[src/rtl/posit_accum_es3.sv]
// posit_accum_es3: reduces in_last-terminated posit (es=3) packets to one sum via an external pipelined adder
//   in_*   : operand stream (valid/ready), in_last marks the final element of a packet
//   out_*  : packet sum (valid/ready), out_inf = NaR, out_zero = exact zero
//   add_*  : registered operands/strobe to the adder, result/done back from it
module posit_accum_es3 #(
  parameter int NBITS       = 32,
  parameter int ADD_LATENCY = 4,
  parameter int RQ_DEPTH    = 8
) (
  input  logic             clk,
  input  logic             reset,
  input  logic             in_valid,
  output logic             in_ready,
  input  logic [NBITS-1:0] in_data,
  input  logic             in_last,
  output logic             out_valid,
  input  logic             out_ready,
  output logic [NBITS-1:0] out_data,
  output logic             out_inf,
  output logic             out_zero,
  output logic [NBITS-1:0] add_in1,
  output logic [NBITS-1:0] add_in2,
  output logic             add_start,
  input  logic [NBITS-1:0] add_result,
  input  logic             add_done,
  input  logic             add_inf,
  input  logic             add_zero
);
  localparam int AW = $clog2(RQ_DEPTH);
  localparam int CW = $clog2(RQ_DEPTH + 1);
  localparam int OW = $clog2(ADD_LATENCY + 1) + 1;
  localparam int FW = $clog2(ADD_LATENCY + 1);
  localparam logic [NBITS-1:0] NAR = {1'b1, {(NBITS-1){1'b0}}};
  typedef enum logic [1:0] {ACCUM, DRAIN, OUTPUT} state_t;
  state_t           state_q, state_d;
  logic [NBITS-1:0] p_q, p_d;
  logic             pv_q, pv_d;
  logic [NBITS-1:0] rq_q [RQ_DEPTH];
  logic [AW-1:0]    rd_q, rd_d, wr_q, wr_d;
  logic [CW-1:0]    cnt_q, cnt_d;
  logic [OW-1:0]    oc_q, oc_d;
  logic [FW-1:0]    fl_q, fl_d;
  logic             out_valid_q, out_valid_d, out_inf_q, out_inf_d, out_zero_q, out_zero_d;
  logic [NBITS-1:0] out_data_q, out_data_d, add_in1_q, add_in1_d, add_in2_q, add_in2_d;
  logic             add_start_q, add_start_d;
  logic             flushed, push, pop, rq_empty, in_fire, x_v, issue, go_out, take;
  logic [NBITS-1:0] x;
  logic             unused_ok;
  assign unused_ok = ^{add_inf, add_zero};
  // adder results still in flight from before reset are dropped until the flush counter expires
  assign flushed  = fl_q == '0;
  assign push     = add_done && flushed;
  assign rq_empty = cnt_q == '0;
  assign pop      = !rq_empty;
  assign in_ready = state_q == ACCUM && rq_empty && flushed && (int'(oc_q) + int'(cnt_q) < RQ_DEPTH);
  assign in_fire  = in_valid && in_ready;
  // partial sums take priority over fresh input as the next operand
  assign x_v      = pop || in_fire;
  assign x        = pop ? rq_q[rd_q] : in_data;
  assign issue    = x_v && pv_q;
  always_comb begin
    go_out      = state_q == DRAIN && oc_q == '0 && rq_empty && !add_start_q && pv_q;
    take        = state_q == OUTPUT && out_ready;
    state_d     = (state_q == ACCUM && in_fire && in_last) ? DRAIN : go_out ? OUTPUT : take ? ACCUM : state_q;
    p_d         = (x_v && !pv_q) ? x : p_q;
    pv_d        = take ? 1'b0 : x_v ? !pv_q : pv_q;
    rd_d        = pop ? ((rd_q == AW'(RQ_DEPTH - 1)) ? '0 : rd_q + 1'b1) : rd_q;
    wr_d        = push ? ((wr_q == AW'(RQ_DEPTH - 1)) ? '0 : wr_q + 1'b1) : wr_q;
    cnt_d       = cnt_q + CW'(push) - CW'(pop);
    oc_d        = oc_q + OW'(issue) - OW'(push);
    fl_d        = flushed ? fl_q : fl_q - 1'b1;
    add_start_d = issue;
    add_in1_d   = issue ? p_q : add_in1_q;
    add_in2_d   = issue ? x : add_in2_q;
    out_valid_d = go_out ? 1'b1 : take ? 1'b0 : out_valid_q;
    out_data_d  = go_out ? p_q : out_data_q;
    out_inf_d   = go_out ? p_q == NAR : out_inf_q;
    out_zero_d  = go_out ? p_q == '0 : out_zero_q;
  end
  always_ff @(posedge clk) begin
    if (reset) begin
      state_q     <= ACCUM;
      p_q         <= '0;
      pv_q        <= 1'b0;
      rd_q        <= '0;
      wr_q        <= '0;
      cnt_q       <= '0;
      oc_q        <= '0;
      fl_q        <= FW'(ADD_LATENCY);
      add_start_q <= 1'b0;
      add_in1_q   <= '0;
      add_in2_q   <= '0;
      out_valid_q <= 1'b0;
      out_data_q  <= '0;
      out_inf_q   <= 1'b0;
      out_zero_q  <= 1'b0;
    end else begin
      state_q     <= state_d;
      p_q         <= p_d;
      pv_q        <= pv_d;
      rd_q        <= rd_d;
      wr_q        <= wr_d;
      cnt_q       <= cnt_d;
      oc_q        <= oc_d;
      fl_q        <= fl_d;
      add_start_q <= add_start_d;
      add_in1_q   <= add_in1_d;
      add_in2_q   <= add_in2_d;
      out_valid_q <= out_valid_d;
      out_data_q  <= out_data_d;
      out_inf_q   <= out_inf_d;
      out_zero_q  <= out_zero_d;
    end
    if (push) rq_q[wr_q] <= add_result;
  end
  always_ff @(posedge clk)
    if (!reset) assert (!(push && !pop && cnt_q == CW'(RQ_DEPTH)));
  assign out_valid = out_valid_q;
  assign out_data  = out_data_q;
  assign out_inf   = out_inf_q;
  assign out_zero  = out_zero_q;
  assign add_start = add_start_q;
  assign add_in1   = add_in1_q;
  assign add_in2   = add_in2_q;
endmodule
[config.mk]
export PLATFORM = sky130hd
export DESIGN_NAME = posit_accum_es3
export DESIGN_NICKNAME = d
export VERILOG_FILES = /design/src/rtl/posit_accum_es3.sv
export SDC_FILE = /design/constraint.sdc
export NUM_CORES = 1
export LEC_CHECK = 0
export ABC_CLOCK_PERIOD_IN_PS = 6740
export BUFFER_PORTS_ARGS = -buffer_cell sky130_fd_sc_hd__buf_2
export CAP_MARGIN = 20
export CORE_MARGIN = 4
export CORE_UTILIZATION = 45
export CTS_CLUSTER_SIZE = 14
export DETAILED_ROUTE_END_ITERATION = 8
export GPL_ROUTABILITY_DRIVEN = 0
export SLEW_MARGIN = 5
export SYNTH_ARGS = -nofsm -noshare
export SYNTH_HDL_FRONTEND = slang
export SYNTH_SLANG_ARGS = --single-unit
export TNS_END_PERCENT = 10
[constraint.sdc]
create_clock -name clk -period 6.74 [get_ports clk]
set_input_delay 1.348 -clock clk [delete_from_list [all_inputs] [get_ports clk]]
set_output_delay 1.348 -clock clk [all_outputs]
set_load 0.005 [all_outputs]
==> results.txt <==
- The longest clock path from root to sink contains 3 buffers.
- # setup viols final: 0
- Area added between synthesis and finish: 15.4%
- Gr ovfl total: 0
- Synthesis instantiated 40 different standard cells from the library.
- Measured along the y axis, the die boundary spans 201 µm.
- In the final routed layout, each cell accounts on average for a little over 20 µm.
- Via count of the routed design: 11000
* Unrepaired setup endpoints after global routing: false
- First-pass GRT wire length: between 60000 and 70000 µm
- At the pin with the least slew margin, the transition time is 0.997 ns.
- Max-slew violation count: 0
- Non-filler cells, final: 1995
- Number of buffers inserted by post-CTS setup repair: 0
* R2R Path Start: cnt_q[2]
- Register bit total from synthesis: 411
* Cell area after technology mapping: about 0.017 mm²
- For the final database, setup skew stands at 0.0180 ns.
- Data on the critical path arrives at its endpoint at 4.03 ns.
* Flip-flop cell with the highest count after synthesis: sky130_fd_sc_hd__edfxtp_1
- STA classifies the critical path endpoint as a register.
- The number of antenna violations at the first check in global routing is 5.
* Commonest cells after routing, fill and taps aside: sky130_fd_sc_hd__edfxtp_1, sky130_fd_sc_hd__buf_2, sky130_fd_sc_hd__mux2i_1, sky130_fd_sc_hd__dfxtp_1, sky130_fd_sc_hd__a21oi_1
- Minimum clock period: ~3.6 ns
- Clock buffers created by TritonCTS: 43
* Maximum number of pins on one net before global-route repair: 106
* Biggest cell delay along the critical path: 0.68 ns
* Register area share after synthesis: 64.4%
- The run finished with clean final reports.
* # clock sinks: slightly above 400
- Number of input and output port buffers inserted: 170
- The slowest stage of the critical path belongs to the cell sky130_fd_sc_hd__clkinv_2.
- The first routing iteration left 963 violations.
- After clock tree synthesis, the clock-pin slew on the worst setup and hold paths is 0.06 ns.
- Internal reg-to-reg setup slack: 3.11 ns
- First-pass iteration count of the detailed router: 5
- Final #Nets: 1587
- In this run the worst setup path begins at cnt_q[2].
* Detailed-placement wirelength estimate: 23100 µm
* Power density over the cells: slightly above 400 mW/mm²
- Placed instance count: around 1900
* CTS tree: built
* Max Clock Freq: about 280 MHz
* Capture instance of the worst register-to-register path: oc_q[3]
- In this run the static leakage power is slightly above 7 nW.
- The synthesized design devotes to its leading area cell type 45.8% of total area.
- Critical path type: register to register
* Layout cell share with drive strength beyond 1: 17.5%
* Number of enable-type register cells in the synthesized netlist: 256
* Mean instance size in the synthesized netlist: about 12 µm²
* Deepest level of the CTS H-tree: 2
- Cells along the critical path: inv_1 > ha_1 > nor3b_4 > buf_4 > clkinv_2 > o21a_4 > inv_1 > ha_1 > inv_1 > ha_1 > a21o_1 > a21oi_1 > xnor2_1 > nor2_1
- Synthesis produced a netlist whose cell count is 1352.
- Summed over all failing endpoints, the final setup total negative slack is 0 ns.
* Maximum fanout count along the critical path: 37
- The via count of the first global-routing pass came to 10500.
- Placement Rows: 70
- Max-cap violations in this run came to 0.
- Across the VDD grid, the largest voltage drop is ~0.24 mV.
- In this run the standard cell core region covers ~0.037 mm².
- When the netlist entered floorplanning its net count stood at 1445.
* Fraction of registers with async set or reset after synthesis: 0%
* Floorplan die area: roughly 0.04 mm²
- Following the worst setup path forward leads to its endpoint at oc_q[3].
- In the routed layout, each cell is associated on average with a via count of 5.49.
- Measured along the x axis, the die boundary spans just over 200 µm.
- For this run, the number of Yosys warnings is 0.
* Headroom to the max-slew limit: 33.5%
- Count of nets left with antenna violations after detail routing: 0
- The worst register-to-register path has a depth of 14.
* Portion of the clock cycle consumed by the worst path in the final layout: 53.8%
- The final hold violation count is 0.
- Clock tree synthesis selected as its root buffer the cell sky130_fd_sc_hd__clkbuf_16.
- Global routing consumed, over all layers together, between 10% and 20% of the routing resources.
- Startpoint type of the worst setup path: register
- Count of cells resized by post-cts repair: 0
- Measured on the finished design, the core utilization comes to 52.7%.
- The completed layout was analyzed and its total power is 7.97 mW.
* Initial Util: 45.7%
* Most common library cell in the layout ignoring fill and taps: sky130_fd_sc_hd__edfxtp_1
* Post-synthesis cell type with the largest combined area: sky130_fd_sc_hd__edfxtp_1
- For this run, design rule violations remaining after detail routing come to 0.
* Total wire length after detailed routing: slightly above 40000 µm
- Sorting the synthesized cells by area gives the leading types as sky130_fd_sc_hd__edfxtp_1, sky130_fd_sc_hd__dfxtp_1, sky130_fd_sc_hd__mux2i_1.
- For this design, the CTS-stage hold fixing added 0 buffers.
* Top-level port count: 173
- Worst-Skew Late Latency: 0.54 ns
* Type of the most critical hold path: register to register
- Required time of the critical path: between 7 and 8 ns
## metrics by stage
step	hold WS, ns	setup WS [ns]	cell area, µm²
2_1_floorplan	0.448	1.64	16800
3_5_place_dp	0.446	2.70	18000
6_report	0.451	3.11	19300
3_3_place_gp	0.440	2.68	18000
4_1_cts	0.454	3.07	19300
5_1_grt	0.475	2.83	19300
## where the power goes
group	internal, mW	switching (mW)
Clock	1.31	0.930
Sequential	2.96	0.320
Combinational	0.924	1.53
## kinds of logic (layout without fill, tap and decap cells)
| group | Yosys count | after routing | share of synthesized area (%) |
|---|---|---|---|
| AO/OA/AOI/OAI | 310 | 310 | 11.7 |
| flip-flops | 411 | 411 | 64.4 |
| adder cells (fa/ha/maj) | 21 | 21 | 1.66 |
| other | 0 | 1 | 0 |
| multiplexers | 160 | 160 | 9.55 |
| XOR/XNOR | 5 | 5 | 0.261 |
| buffers and inverters | 146 | 320 | 3.65 |
| AND/OR/NAND/NOR | 299 | 299 | 8.87 |
## cell usage after synthesis (7+ instances only)
cell	instances
sky130_fd_sc_hd__ha_1	19
sky130_fd_sc_hd__buf_2	18
sky130_fd_sc_hd__nor2_1	82
sky130_fd_sc_hd__a31oi_1	32
sky130_fd_sc_hd__mux2i_1	160
sky130_fd_sc_hd__nor4_1	9
sky130_fd_sc_hd__and2_1	33
sky130_fd_sc_hd__nand2_1	77
sky130_fd_sc_hd__inv_1	52
sky130_fd_sc_hd__a21oi_1	141
sky130_fd_sc_hd__a22oi_1	64
sky130_fd_sc_hd__dfxtp_1	155
sky130_fd_sc_hd__edfxtp_1	256
sky130_fd_sc_hd__o31ai_1	65
sky130_fd_sc_hd__clkbuf_1	65
sky130_fd_sc_hd__nand2b_1	68
sky130_fd_sc_hd__buf_4	7
sky130_fd_sc_hd__nor3_1	7
## state kept, by name (all words and copies together) (netlist names), 2 cells and up, named ones only
signal,cells
p_q,32
add_in2,32
fl_q,3
add_in1,32
out_data,32
rq_q,256
cnt_q,4
oc_q,4
wr_q,3
state_q,2
rd_q,3
## per-layer routing
| metal | share of wire (%) | track usage (%) | up-vias | routed length [µm] |
|---|---|---|---|---|
| li1 | - | - | 5231 | - |
| met1 | 47 | 28.4 | 5342 | 18800 |
| met2 | 45 | 29.9 | 314 | 18400 |
| met3 | 5.9 | 3.83 | 58 | 2370 |
| met4 | 2.0 | 4.89 | 8 | 826 |
| met5 | 0.11 | 0 | - | 46 |
## area by class of cell
| type | count | area (µm²) |
|---|---|---|
| Multi-Input combinational cell | 795 | 5430 |
| Fill cell | 3154 | 17400 |
| Antenna cell | 1 | 2.50 |
| Timing Repair Buffer | 191 | 1010 |
| Sequential cell | 411 | 10800 |
| Tap cell | 468 | 586 |
| Clock buffer | 59 | 1160 |
| Clock inverter | 18 | 166 |
| Inverter | 52 | 196 |
## how the worst min path moves through the flow
stage / from / end / slack [ns] / cells past startpoint
floorplan: out_zero / out_zero / 0.45 / 2
global placement: out_data[2] / out_data[2] / 0.44 / 2
detailed placement: out_data[1] / out_data[1] / 0.45 / 2
CTS: out_data[1] / out_data[1] / 0.45 / 2
global route: out_data[30] / out_data[30] / 0.47 / 2
finish: out_data[16] / out_data[16] / 0.45 / 2
## critical path, delay by kind of cell, from the launching register on
kind	cells	cell delay, ns
buffers and inverters	5	1.34
AO/OA/AOI/OAI	3	0.78
adder cells (fa/ha/maj)	3	0.64
flip-flops	1	0.32
AND/OR/NAND/NOR	2	0.25
XOR/XNOR	1	0.13
Note: power is estimated with default switching activity, not from simulation.
